===== config.mk =====
export PLATFORM = sky130hd
export DESIGN_NAME = serial_adder
export DESIGN_NICKNAME = d
export VERILOG_FILES = /design/src/rtl/serial_adder_pkg.sv /design/src/rtl/serial_adder_full_adder.sv /design/src/rtl/serial_adder.sv
export SDC_FILE = /design/constraint.sdc
export NUM_CORES = 1
export LEC_CHECK = 0
export ABC_AREA = 1
export CAP_MARGIN = 0
export CORE_MARGIN = 3
export CORE_UTILIZATION = 45
export DETAILED_ROUTE_END_ITERATION = 7
export DONT_BUFFER_PORTS = 1
export PLACE_DENSITY = 0.58
export SYNTH_ARGS = -nofsm -noshare
export SYNTH_HDL_FRONTEND = slang
export SYNTH_SLANG_ARGS = --single-unit

===== constraint.sdc =====
create_clock -name clk -period 2.6 [get_ports clk]
set_input_delay 0.78 -clock clk [delete_from_list [all_inputs] [get_ports clk]]
set_output_delay 0.78 -clock clk [all_outputs]
set_load 0.03 [all_outputs]

===== src/rtl/serial_adder_pkg.sv =====
// serial_adder_pkg: FSM state encoding and counter-width helper for serial_adder
package serial_adder_pkg;
    localparam logic [1:0] IDLE = 2'b00;
    localparam logic [1:0] RUN  = 2'b01;
    localparam logic [1:0] DONE = 2'b10;
    function automatic int clog2(input int n);
        int r;
        r = 0;
        for (int i = 0; i < 31; i++) r = ((1 << i) < n) ? i + 1 : r;
        return r;
    endfunction
endpackage


===== src/rtl/serial_adder_full_adder.sv =====
// serial_adder_full_adder: one-bit full adder built from two half adders plus carry OR
module half_adder (
    output logic s,
    output logic c,
    input  logic a,
    input  logic b
);
    assign s = a ^ b;
    assign c = a & b;
endmodule

module full_adder (
    output logic s,
    output logic c,
    input  logic a,
    input  logic b,
    input  logic cin
);
    logic s0, c0, c1;
    half_adder h0 (.s(s0), .c(c0), .a(a), .b(b));
    half_adder h1 (.s(s), .c(c1), .a(s0), .b(cin));
    assign c = c0 | c1;
endmodule


===== src/rtl/serial_adder.sv =====
// serial_adder: bit-serial LSB-first adder; SERIAL_ADDER_SUB_EN adds a sub port for a-b
module serial_adder
    import serial_adder_pkg::*;
#(
    parameter int WIDTH = 8
) (
    input  logic             clk,
    input  logic             rst_n,
    input  logic             start,
    input  logic [WIDTH-1:0] a,
    input  logic [WIDTH-1:0] b,
`ifdef SERIAL_ADDER_SUB_EN
    input  logic             sub,
`endif
    output logic             busy,
    output logic             done,
    output logic [WIDTH-1:0] sum,
    output logic             cout
);
    localparam int CW = clog2(WIDTH);
    localparam logic [CW-1:0] LAST = CW'(WIDTH - 1);
    logic [1:0] state;
    logic [WIDTH-1:0] areg, breg, wreg, next_w;
    logic [CW-1:0] cnt;
    logic carry, s_bit, c_bit, accept, sub_en;
`ifdef SERIAL_ADDER_SUB_EN
    assign sub_en = sub;
`else
    assign sub_en = 1'b0;
`endif
    full_adder fa (.s(s_bit), .c(c_bit), .a(areg[0]), .b(breg[0]), .cin(carry));
    assign accept = start && (state == IDLE || state == DONE);
    assign next_w = {s_bit, wreg[WIDTH-1:1]};
    assign busy   = state == RUN;
    assign done   = state == DONE;
    always_ff @(posedge clk or negedge rst_n) begin
        if (!rst_n) begin
            state <= IDLE;
            areg  <= '0;
            breg  <= '0;
            wreg  <= '0;
            sum   <= '0;
            cout  <= 1'b0;
            carry <= 1'b0;
            cnt   <= '0;
        end else if (accept) begin
            areg  <= a;
            breg  <= sub_en ? ~b : b;
            carry <= sub_en;
            cnt   <= '0;
            state <= RUN;
        end else if (state == RUN) begin
            areg  <= areg >> 1;
            breg  <= breg >> 1;
            wreg  <= next_w;
            carry <= c_bit;
            // result is published only on the last bit, so sum never shows partial values
            if (cnt == LAST) begin
                sum   <= next_w;
                cout  <= c_bit;
                state <= DONE;
            end else begin
                cnt <= cnt + 1'b1;
            end
        end else if (state == DONE) begin
            state <= IDLE;
        end
    end
endmodule


==> results_dict.tcl, run 1 <==
set metrics [dict create \
    status "finished, final reports clean" \
    fin_ws_ns 0.6211 \
    dieArea_sq_um 4595 \
    cp_max_fo 3 \
    finalSetupViolCount 0 \
    crit_path_end_kind "primary output" \
    post-synth-top-count-cell "nand2_1" \
    first_pass_iters 4 \
    synth_edf_count 0 \
    syn-instance-count 202 \
    leakage_nw 0.9589 \
    fin_skew_ns 0.006883 \
    relSlewSlack_pct 72.43 \
    wl_um 3038 \
    fin_crit_ns 1.979 \
    reg2reg_depth 7 \
    numCtsBuffers 5 \
    cp_top_family "flip-flops" \
    diodes 0 \
    clock_sinks 38 \
    wire_per_inst_um 12.10 \
    met1Wirelength_um 1437 \
    synth_common_cells "nand2_1, dfrtp_1, o21ai_0" \
    yosys_warnings 0 \
    p_total_mw 2.191 \
    synth-seq-cells 38 \
    clock_latency_ns 0.29 \
    cts.repair.resized 0 \
    core_region_area_sq_um 3495 \
    antenna_found_initial 0 \
    drc 0 \
    max_freq_ghz 0.5053 \
    crit_path_max_incr_delay_ns 0.41 \
    syn_avg_cell_area_sq_um 8.504 \
    async_flop_share_pct 100.0 \
    drive_above_1_share_pct 7.805 \
    worstSetupPathDepth 2 \
    ctsHoldBuffers 0 \
    critical_path_buf_inv_count 1 \
    yosys.area.top_type_share_pct 55.35 \
    first_iter_violations 61 \
    slew_violations 0 \
    power_density_nw_per_um2 1180 \
    grt_pass1_wl_um 5361 \
    dp_hpwl_um 1983 \
    synth-main-ff-cell "dfrtp_1" \
    num_vias 1225 \
    place_ws_ns 0.7761 \
    nNetsFinal 229 \
    fp.dieW_um 67.79 \
    cts.clk_slew.worst_paths_ns 0.08 \
    avgViaCountPerCell 4.880 \
    crit_slowest_cell "dfrtp_1" \
    wl_met2_um 1363 \
    drv_cap 0 \
    pin_count 30 \
    synth_nets 227 \
    grt.total_usage_pct 15.65 \
    worstMarginPinSlew_ns 0.4135 \
    cp_cell_sequence "inv_1 -> ha_1" \
    cts_setup_buffers 0 \
    holdCritPathClass "in2async" \
    root_buffer "clkbuf_8" \
    yosysTopAreaCell "dfrtp_1" \
    die_h_um 67.79 \
    start_util_pct 49.16 \
    ys_seq_area_share_pct 55.35 \
    hold_slack_ns 0.1749 \
    syn-cell-area_sq_um 1718 \
    grt_pass1_vias 1240 \
    max-vdd-ir-drop_mv 0.5060 \
    yosys-top-cells-area "dfrtp_1, nand2_1, o21ai_0, ha_1, inv_1" \
    setup_tns_ns 0 \
    area_growth_pct 8.084 \
    port_buffers 0 \
    hold_violations 0 \
    rsz0062_at_grt "no" \
    cts_tree "yes" \
    netlist-cell-type-count 18 \
    criticalPathCategory "reg2out" \
    gp_congestion 0.7524 \
    grt_max_degree 39 \
    wl_met3_um 210 \
    rows 21 \
    overflow 0 \
    start_kind "register" \
    cp.required_ns 1.82 \
    period_share_pct 76.11 \
    crit_arrival_ns 1.20 \
    highest_layer "met4" \
    ant_nets 0 \
    cts_buffer_depth 2 \
    h-tree-depth 2 \
]
-- worst register-to-register path: stages (launching register included) --
cell     delay (ns)
dfrtp_1        0.42
inv_1          0.09
ha_1           0.37
buf_4          0.38
nand2_1        0.24
inv_1          0.11
nand2_1        0.05
a21oi_1        0.12
-- layout make-up --
class,instances,area (sq um)
Clock buffer,5,68.82
Clock inverter,3,45.04
Fill cell,351,1638
Inverter,17,63.81
Multi-Input combinational cell,140,655.6
Sequential cell,38,950.9
Tap cell,46,57.56
Timing Repair Buffer,2,15.01
-- logic make-up after synthesis --
kind of cell	share of synthesized area, %
DFF	55.35
xor gates and xnor gates	0.5099
adders and majority gates	4.807
AOI/OAI and AO/OA	8.668
and+or+nand+nor	24.18
buffers and inverters	6.482
-- where the power goes --
| part | internal, mW | switching [mW] |
|---|---|---|
| sequential | 0.814 | 0.165 |
| clock | 0.285 | 0.214 |
| combinational | 0.255 | 0.459 |
-- cell usage in the layout, fill, tap and decap left out --
master,instances
clkinvlp_4,2
nor2_4,2
o21ai_1,2
inv_2,1
nand2_2,1
a21oi_1,2
nand3_1,4
ha_1,5
bufinv_16,1
inv_1,16
clkbuf_8,5
nor2_1,4
buf_4,2
dfrtp_1,38
o21ai_2,1
xor2_1,1
fa_1,1
o21ai_0,24
nor2_2,1
nand2_1,92
-- sequential cells by signal (all words and copies together) (netlist names) --
name and count:
areg 8, breg 8, carry 1, cnt 3
cout 1, state 2, sum 8, wreg 7
-- path summary, 6_finish.rpt --
check / endpoint / slack, ns / from
max: done / 0.62 / state[0]
min: sum[0] / 0.17 / rst_n
max reg2reg: cnt[1] / 0.75 / state[1]
min reg2reg: areg[7] / 0.48 / areg[7]
max in group asynchronous: areg[2] / 2.34 / rst_n
min in group clk: areg[7] / 0.48 / areg[7]
-- through the flow --
stage	util [%]	instances	cell area, sq um
2_1_floorplan	-	202	1718
4_1_cts	53.13	251	1857
3_3_place_gp	49.87	243	1743
5_1_grt	53.13	251	1857
6_report	53.13	251	1857
3_5_place_dp	49.87	243	1743
-- per-layer routing --
metal / vias up / track usage (%)
met2: 35 / 25.03
met1: 560 / 19.96
met5: - / 0
li1: 626 / -
met4: 0 / 4.715
met3: 4 / 5.491
Power figures use the tool's default switching activity.
==> inputs of run 2 (changes only) <==
clock period = 2.05 ns   (was 2.6 ns; I/O delays follow)
==> run 2 against run 1 <==
- largest power group unchanged
- highest routed layer unchanged
- utilization increased by 1.9 points
- via count rose by 1.9%
- clock power increased by 28%
- final area up 3.5%
- sequential share of layout area shrank 1.7 points
- worst setup slack got worse by 0.40 ns
- routed wire length up 13%
- clock-buffer cell count is the same
- critical path depth rose by 1
==> results_dict.tcl, run 2 (synthesis results as in run 1) <==
set metrics [dict create \
    finalSetupViolCount 0 \
    pin_count 30 \
    start_kind "register" \
    nNetsFinal 236 \
    worstMarginPinSlew_ns 0.9345 \
    dp_hpwl_um 2080 \
    switching_share_pct 38.77 \
    h-tree-depth 2 \
    wire_per_inst_um 13.31 \
    fin_skew_ns 0.005622 \
    max-vdd-ir-drop_mv 0.6326 \
    ant_nets 0 \
    core_region_area_sq_um 3495 \
    max_freq_ghz 0.5472 \
    avgViaCountPerCell 4.837 \
    wl_um 3433 \
    hold_violations 0 \
    grt.total_usage_pct 17.71 \
    grt_pass1_wl_um 5761 \
    layout_common_cells "nand2_1, dfrtp_1, o21ai_0" \
    crit_path_end_kind "primary output" \
    gp_congestion 0.7529 \
    fin_crit_ns 1.827 \
    numCtsBuffers 5 \
    drv_cap 0 \
    cts_setup_buffers 0 \
    area_growth_pct 11.87 \
    antenna_found_initial 0 \
    dieArea_sq_um 4595 \
    criticalPathCategory "reg2out" \
    cp_max_fo 9 \
    holdCritPathClass "in2reg" \
    cts.clk_slew.worst_paths_ns 0.07 \
    rows 21 \
    grt_pass1_vias 1302 \
    reg_top3 "areg x8, breg x8, sum x8" \
    num-fill-cells 330 \
    rsz0062_at_grt "no" \
    first_iter_violations 78 \
    hold_slack_ns 0.4384 \
    cts_buffer_depth 2 \
    period_share_pct 89.14 \
    crit_arrival_ns 1.21 \
    drive_above_1_share_pct 8.491 \
    mostFrequentLayoutCell "nand2_1" \
    port_buffers 0 \
    relSlewSlack_pct 37.49 \
    overflow 0 \
    cts_tree "yes" \
    leakage_nw 0.9902 \
    first_pass_iters 4 \
    clock_latency_ns 0.30 \
    grt_max_degree 28 \
    p_switching_mw 1.099 \
    diodes 0 \
    p_total_mw 2.836 \
    root_buffer "clkbuf_8" \
    pwr-share-seq_pct 43.8 \
    combinationalPowerShare_pct 33.8 \
    cp.required_ns 1.43 \
    power_density_nw_per_um2 1475 \
    fp.dieW_um 67.79 \
    drc 0 \
    clkPwrFrac_pct 22.5 \
    start_util_pct 49.16 \
    slew_violations 0 \
    clock_sinks 38 \
    intPower_mw 1.736 \
    num_vias 1248 \
    status "finished, final reports clean" \
    die_h_um 67.79 \
    setup_tns_ns 0 \
    cts.repair.resized 0 \
]
-- run 2: metal layers --
| layer | routed length, um | up-vias | share of wire, % | global-route usage, % |
|---|---|---|---|---|
| met1 | 1603 | 567 | 47 | 21.90 |
| met5 | 0 | - | 0 | 0 |
| met3 | 202 | 6 | 5.9 | 5.990 |
| met2 | 1570 | 36 | 46 | 27.83 |
| met4 | 57 | 0 | 1.7 | 8.189 |
| li1 | - | 639 | - | - |
-- run 2: power groups by stage --
stage	Combinational, mW	Clock [mW]	Sequential, mW
after floorplan	0.788	0	1.22
after global placement	0.902	0	1.25
after detailed placement	0.937	0	1.25
after CTS	0.975	0.657	1.24
after global routing	1.13	0.708	1.28
final	0.958	0.637	1.24
-- run 2: area by class of cell --
type / instances / area (sq um) / share of cell area, %
Clock buffer: 5 / 68.82 / 3.581
Tap cell: 46 / 57.56 / 2.995
Timing Repair Buffer: 9 / 80.08 / 4.167
Multi-Input combinational cell: 140 / 655.6 / 34.11
Clock inverter: 3 / 45.04 / 2.344
Sequential cell: 38 / 950.9 / 49.48
Inverter: 17 / 63.81 / 3.320
-- run 2: repair_timing --
action | 4_1_cts | 5_1_grt
setup endpoints to repair | 0 | 0
hold buffers | 5 | 0
hold endpoints to repair | 21 | 0
-- run 2: final timing paths --
kind | from | end | slack (ns) | cells past startpoint
setup / recovery | state[1] | busy | 0.22 | 3
hold / removal | b[7] | breg[7] | 0.44 | 2
setup reg to reg | state[1] | state[1] | 0.52 | 7
hold reg to reg | breg[3] | breg[3] | 0.48 | 2
max in group asynchronous | rst_n | state[0] | 0.58 | 1
min in group asynchronous | rst_n | breg[0] | 0.56 | 1
-- run 2: through the flow --
step / util (%) / area [sq um] / instances / worst slack [ns]
floorplan: - / 1718 / 202 / 0.4837
global placement: 50.30 / 1758 / 245 / 0.5829
detailed placement: 50.30 / 1758 / 245 / 0.5511
CTS: 54.99 / 1922 / 258 / 0.2029
global route: 54.99 / 1922 / 258 / 0.1536
finish: 54.99 / 1922 / 258 / 0.2227
-- run 2: critical path, stage by stage, from the launching register on --
cell,delay [ns]
dfrtp_1,0.41
inv_1,0.10
ha_1,0.17
buf_4,0.23
